[config.mk]
export PLATFORM = sky130hd
export DESIGN_NAME = dram_cycle_scheduler
export DESIGN_NICKNAME = d
export VERILOG_FILES = /design/src/rtl/dram_pkg.sv /design/src/rtl/dram_rfsh_timer.sv /design/src/rtl/dram_cycle_scheduler.sv
export SDC_FILE = /design/constraint.sdc
export NUM_CORES = 1
export LEC_CHECK = 0
export ABC_AREA = 1
export CAP_MARGIN = 30
export CORE_UTILIZATION = 45
export DETAILED_ROUTE_END_ITERATION = 8
export DONT_BUFFER_PORTS = 1
export PLACE_DENSITY = 0.66
export SLEW_MARGIN = 20
export SYNTH_ARGS = -nofsm -noshare
export SYNTH_HDL_FRONTEND = slang
export SYNTH_SLANG_ARGS = --single-unit
export TNS_END_PERCENT = 20
[constraint.sdc]
create_clock -name clk -period 3.12 [get_ports clk]
set_input_delay 0.468 -clock clk [delete_from_list [all_inputs] [get_ports clk]]
set_output_delay 0.468 -clock clk [all_outputs]
set_load 0.1 [all_outputs]
[src/rtl/dram_pkg.sv]
// Shared types and constants for the DRAM cycle scheduler: state encoding, bank geometry and
// refresh timing defaults.
package dram_pkg;

  localparam int unsigned NUM_BANKS             = 5;
  localparam int unsigned BANK_W                = 3;
  localparam int unsigned DEBT_W                = 3;
  localparam int unsigned DEF_RFSH_INTERVAL     = 109;
  localparam int unsigned DEF_PRECHARGE         = 1;
  localparam logic [DEBT_W-1:0] MAX_DEBT        = 3'd7;

  typedef enum logic [2:0] {
    StIdle,
    StAccRow,
    StAccCol,
    StAccCas,
    StRfCas,
    StRfRas1,
    StRfRas2,
    StPre
  } dram_state_e;

  // Lowest set bit wins, so a malformed bank_sel can never select two rows.
  function automatic logic [BANK_W-1:0] bank_idx(input logic [NUM_BANKS-1:0] sel);
    logic [BANK_W-1:0] idx;
    idx = '0;
    for (int i = NUM_BANKS - 1; i >= 0; i--) begin
      if (sel[i]) idx = BANK_W'(i);
    end
    return idx;
  endfunction

endpackage

[src/rtl/dram_rfsh_timer.sv]
// Refresh interval timer with a saturating count of owed refreshes and a sticky overflow flag.
module dram_rfsh_timer
  import dram_pkg::*;
#(
  parameter int unsigned RFSH_INTERVAL = DEF_RFSH_INTERVAL
) (
  input  logic              clk,
  input  logic              reset,
  input  logic              rfsh_done,
  output logic [DEBT_W-1:0] debt,
  output logic              debt_full,
  output logic              rfsh_overflow
);

  localparam int unsigned CntW = (RFSH_INTERVAL > 1) ? $clog2(RFSH_INTERVAL) : 1;

  logic [CntW-1:0]   cnt_q, cnt_d;
  logic [DEBT_W-1:0] debt_q, debt_d;
  logic              ovf_q, ovf_d;
  logic              wrap;

  always_comb begin
    wrap   = (cnt_q == CntW'(RFSH_INTERVAL - 1));
    cnt_d  = wrap ? '0 : cnt_q + 1'b1;
    debt_d = debt_q;
    ovf_d  = ovf_q;
    // A request and a completion in the same cycle cancel out.
    if (wrap && !rfsh_done) begin
      if (debt_q == MAX_DEBT) ovf_d = 1'b1;
      else                    debt_d = debt_q + 1'b1;
    end else if (rfsh_done && !wrap && debt_q != '0) begin
      debt_d = debt_q - 1'b1;
    end
  end

  always_ff @(posedge clk or negedge reset) begin
    if (!reset) begin
      cnt_q  <= '0;
      debt_q <= '0;
      ovf_q  <= 1'b0;
    end else begin
      cnt_q  <= cnt_d;
      debt_q <= debt_d;
      ovf_q  <= ovf_d;
    end
  end

  assign debt          = debt_q;
  assign debt_full     = (debt_q == MAX_DEBT);
  assign rfsh_overflow = ovf_q;

endmodule

[src/rtl/dram_cycle_scheduler.sv]
// DRAM strobe sequencer: arbitrates CPU accesses against CAS-before-RAS refresh and drives
// registered RAS/CAS strobes and the row/column mux select.
module dram_cycle_scheduler
  import dram_pkg::*;
#(
  parameter int unsigned RFSH_INTERVAL = DEF_RFSH_INTERVAL,
  parameter int unsigned PRECHARGE     = DEF_PRECHARGE
) (
  input  logic                 clk,
  input  logic                 reset,
  input  logic                 as_n,
  input  logic                 uds_n,
  input  logic                 lds_n,
  input  logic [NUM_BANKS-1:0] bank_sel,
  input  logic                 mem_sel,
  output logic [NUM_BANKS-1:0] ras_n,
  output logic                 lcas_n,
  output logic                 ucas_n,
  output logic                 mux_sel,
  output logic                 acc_stall,
  output logic                 rfsh_overflow
);

  localparam int unsigned PreW = (PRECHARGE > 1) ? $clog2(PRECHARGE) : 1;

  dram_state_e          state_q, state_d;
  logic [BANK_W-1:0]    bank_q, bank_d;
  logic [BANK_W-1:0]    ptr_q, ptr_d;
  logic [PreW-1:0]      pre_cnt_q, pre_cnt_d;
  logic [NUM_BANKS-1:0] ras_d;
  logic                 lcas_d, ucas_d, mux_d, stall_d;
  logic [DEBT_W-1:0]    debt;
  logic                 debt_full;
  logic                 rfsh_done;
  logic                 acc_req;

  assign acc_req   = !as_n && mem_sel && (|bank_sel);
  assign rfsh_done = (state_q == StRfRas2);

  dram_rfsh_timer #(
    .RFSH_INTERVAL(RFSH_INTERVAL)
  ) u_rfsh_timer (
    .clk          (clk),
    .reset        (reset),
    .rfsh_done    (rfsh_done),
    .debt         (debt),
    .debt_full    (debt_full),
    .rfsh_overflow(rfsh_overflow)
  );

  always_comb begin
    state_d   = state_q;
    bank_d    = bank_q;
    ptr_d     = ptr_q;
    pre_cnt_d = pre_cnt_q;
    unique case (state_q)
      StIdle: begin
        if (debt_full) begin
          state_d = StRfCas;
        end else if (acc_req) begin
          state_d = StAccRow;
          bank_d  = bank_idx(bank_sel);
        end else if (debt != '0 && as_n) begin
          state_d = StRfCas;
        end
      end
      StAccRow: state_d = as_n ? StPre : StAccCol;
      StAccCol: state_d = as_n ? StPre : StAccCas;
      StAccCas: if (as_n) state_d = StPre;
      StRfCas:  state_d = StRfRas1;
      StRfRas1: state_d = StRfRas2;
      StRfRas2: begin
        state_d = StPre;
        ptr_d   = (ptr_q == BANK_W'(NUM_BANKS - 1)) ? '0 : ptr_q + 1'b1;
      end
      StPre: begin
        if (pre_cnt_q == PreW'(PRECHARGE - 1)) begin
          state_d   = StIdle;
          pre_cnt_d = '0;
        end else begin
          pre_cnt_d = pre_cnt_q + 1'b1;
        end
      end
      default: state_d = StIdle;
    endcase
  end

  // Strobes are decoded from the next state so every output leaves a flop.
  always_comb begin
    ras_d  = '1;
    lcas_d = 1'b1;
    ucas_d = 1'b1;
    mux_d  = 1'b0;
    unique case (state_d)
      StAccRow, StAccCol, StAccCas: begin
        for (int i = 0; i < NUM_BANKS; i++) begin
          if (BANK_W'(i) == bank_d) ras_d[i] = 1'b0;
        end
        mux_d = (state_d != StAccRow);
        if (state_d == StAccCas) begin
          lcas_d = lds_n;
          ucas_d = uds_n;
        end
      end
      StRfCas: begin
        lcas_d = 1'b0;
        ucas_d = 1'b0;
      end
      StRfRas1, StRfRas2: begin
        for (int i = 0; i < NUM_BANKS; i++) begin
          if (BANK_W'(i) == ptr_q) ras_d[i] = 1'b0;
        end
        lcas_d = 1'b0;
        ucas_d = 1'b0;
      end
      default: ;
    endcase
    stall_d = acc_req && !(state_d inside {StAccRow, StAccCol, StAccCas});
  end

  always_ff @(posedge clk or negedge reset) begin
    if (!reset) begin
      state_q   <= StIdle;
      bank_q    <= '0;
      ptr_q     <= '0;
      pre_cnt_q <= '0;
      ras_n     <= '1;
      lcas_n    <= 1'b1;
      ucas_n    <= 1'b1;
      mux_sel   <= 1'b0;
      acc_stall <= 1'b0;
    end else begin
      state_q   <= state_d;
      bank_q    <= bank_d;
      ptr_q     <= ptr_d;
      pre_cnt_q <= pre_cnt_d;
      ras_n     <= ras_d;
      lcas_n    <= lcas_d;
      ucas_n    <= ucas_d;
      mux_sel   <= mux_d;
      acc_stall <= stall_d;
    end
  end

endmodule

==> reports/qor.csv <==
stage,metric,value,unit
sta,rsz0062_at_grt,false,
sta,post-route-period-util,0.6070,
layout,nFillCells,331,
drt,antenna_left,0,
sta,setup_viol,0,
yosys,synth_fp_nets,210,
placed_design,io_buffer_count,0,
pwr,peakVddDrop,708.5,uV
drt,wl_met3,100,um
clocking,cts_tree,yes,
pwr,p_per_area,970.7,mW/mm2
yosys,syn_area,0.001569,mm2
drt,met2_length,1540,um
layout,syn_to_final_growth,10.05,%
yosys,muxShareOfSynthArea,0,
floorplan,row_count,21,
floorplan,die_y,61.05,um
pwr,p_seq_frac,0.561,
sta,post-route-min-period,1.894,ns
placed_design,placed_cell_area,0.001627,mm2
critical_path,crit_type,flip-flop to flip-flop,
floorplan,coreArea,0.003337,mm2
yosys,yosys_register_bits,29,
yosys,yosysTopAreaCell,dfrtp_1,
yosys,yosysSeqAreaShare,0.4681,
clocking,cts_buffers,5,
drt,drt_iter0_drc,71,
placed_design,place_congestion,0.7904,
critical_path,worstPathRequired,3.38,ns
critical_path,crit_fanout,6,
critical_path,cp-end-kind,flip-flop,
critical_path,cp.arrival,2.15,ns
global_route,grt_pass1_wl,4988,um
clocking,cts_buffer_depth,2,
yosys,async_flop_share,1.000,
global_route,grt_pass1_vias,1197,
yosys,ys_warn_count,0,
global_route,antenna_found_initial,0,
drt,first_pass_iters,4,
layout,num_antenna_cells,0,
global_route,grt_max_degree,30,
yosys,synth_top_family_by_area,simple AND/OR/NAND/NOR gates,
sta,slew_viol_final,0,
sta,fmax,0.5280,GHz
floorplan,die_x,61.05,um
sta,setup_ws,1.226,ns
drt,drt-met1-wl,1196,um
yosys,synth_area_per_cell,8.215,um2
run,max_cap_violations,0,
yosys,synth-edff-count,0,
drt,top_layer,met4,
pwr,p_int,0.0008060,W
critical_path,worstSetupStartpointType,flip-flop,
pwr,p_clk_frac,0.156,
hold_path,hp-class,input port to flip-flop,
clocking,holdBufCountCts,2,
floorplan,dieArea,0.003727,mm2
outcome,status,"complete, no violations",
sta,worst_pin_slew,0.8933,ns
layout,utilization,0.5174,
layout,final_cell_mix,"nand2_1, inv_1, dfrtp_1, nand3_1, nor2_1",
layout,fin_area,0.001727,mm2
clocking,htreeDepth,2,
layout,final_common_cell,nand2_1,
yosys,synth_top_area_frac,0.3509,
global_route,overflow,0,
yosys,synthTopCellsByArea,"dfrtp_1, dfstp_2, nand2_1, inv_1, nand3_1",
yosys,synth-xor-area-share,0.01675,
yosys,synth.distinct_cells,27,
yosys,yosys.area_share.simple,0.3014,
sta,tns,0,ns
sta,hold_viol_final,0,
floorplan,floorplan.initialDensity,0.4702,
clocking,postCtsSetupBuffers,0,
placed_design,place_ws,1.242,ns
drt,wl,2886,um
layout,drive_gt1_frac,0.1592,
floorplan,ios,21,
layout,layout.nets,219,
drt,routed_wire_length_per_instance,11.68,um
yosys,synth-compound-area-share,0.06619,
yosys,synth_flop_cell,dfrtp_1,
clocking,cts_sinks,29,
drt,vias,1223,
pwr,leakage,0.8633,nW
yosys,synthAdderAreaFrac,0.06858,
drt,via_per_inst,4.951,
pwr,p_sw_frac,0.5192,
placed_design,place_hpwl,2225,um
pwr,power_frac_comb,0.283,
drt,drc,0,
sta,max_slew_margin,0.4045,
pwr,switchingPower,0.0008702,W
global_route,grtUsageTotal,0.1887,
clocking,root_buffer,clkbuf_4,
yosys,syn_inst,191,
clocking,clock_latency,0.33,ns
clocking,cts_resized,0,
sta,finalClockSkew,0.004984,ns
clocking,path_clk_slew,0.09,ns
-- sequential cells by signal, summed over array words and instances (netlist names) --
signal / flops
ptr_q: 3
ucas_n: 1
u_rfsh_timer.cnt_q: 7
lcas_n: 1
mux_sel: 1
ras_n: 5
state_q: 3
bank_q: 3
acc_stall: 1
u_rfsh_timer.rfsh_overflow: 1
u_rfsh_timer.debt: 3
-- cells in the mapped netlist, types with 3 or more instances --
library cell / n
a21oi_1: 7
dfrtp_1: 22
dfstp_2: 7
ha_1: 7
inv_1: 33
nand2_1: 47
nand2_2: 4
nand3_1: 19
nor2_1: 14
nor2_2: 4
nor2_4: 3
o21ai_0: 6
-- power groups by stage --
stage | clock, W | sequential [W] | combinational, W
2_1_floorplan | 0 | 0.000934 | 0.000375
3_3_place_gp | 0 | 0.000948 | 0.000447
3_5_place_dp | 0 | 0.000948 | 0.000467
4_1_cts | 0.000268 | 0.000942 | 0.000480
5_1_grt | 0.000284 | 0.000953 | 0.000568
6_report | 0.000262 | 0.000940 | 0.000474
-- critical path, cell delays in order, from the launching register on --
cell,delay (ns)
dfrtp_1,0.42
inv_1,0.07
ha_1,0.14
nand2_1,0.08
nor2_4,0.18
nand2_4,0.10
fa_1,0.38
or2_0,0.23
nand3_1,0.10
xnor2_1,0.12
-- worst paths after layout --
check                      slack, ns               endpoint  cells past startpoint                   from
max                             1.23   u_rfsh_timer.debt[2]                      9  u_rfsh_timer.cnt_q[0]
min                             0.27                 ucas_n                      2                  uds_n
max reg2reg                     1.23   u_rfsh_timer.debt[2]                      9  u_rfsh_timer.cnt_q[0]
min reg2reg                     0.51  u_rfsh_timer.cnt_q[0]                      1  u_rfsh_timer.cnt_q[0]
max in group asynchronous       2.32               ras_n[2]                      2                  reset
min in group asynchronous       0.57  u_rfsh_timer.cnt_q[2]                      2                  reset
-- final cells by class --
class | count | area (um2) | share of cell area
Clock inverter | 1 | 5.005 | 0.002899
Inverter | 33 | 123.9 | 0.07174
Timing Repair Buffer | 2 | 30.03 | 0.01739
Sequential cell | 29 | 734.5 | 0.4254
Multi-Input combinational cell | 129 | 710.7 | 0.4116
Tap cell | 46 | 57.56 | 0.03333
Clock buffer | 7 | 65.06 | 0.03768
-- metal layers --
metal	GRT usage	vias up
met5	0	-
met4	0.07792	0
met3	0.06303	4
met2	0.3307	15
met1	0.2097	593
li1	-	611
-- kinds of logic (layout without fill, tap and decap cells) --
kind of cell             count (synthesis)  after routing
flip-flops                              29             29
AND/OR/NAND/NOR                        100            100
AO/OA/AOI/OAI                           18             18
XOR/XNOR                                 3              3
buffers and inverters                   33             43
adder cells (fa/ha/maj)                  8              8
-- through the flow --
step / total power (W) / instances / hold WS [ns]
6_report: 0.001676 / 247 / 0.2698
5_1_grt: 0.001805 / 247 / 0.2820
4_1_cts: 0.001690 / 247 / 0.2603
3_5_place_dp: 0.001415 / 237 / 0.1730
3_3_place_gp: 0.001396 / 237 / 0.1730
2_1_floorplan: 0.001309 / 191 / 0.1724
Power figures use the tool's default switching activity.
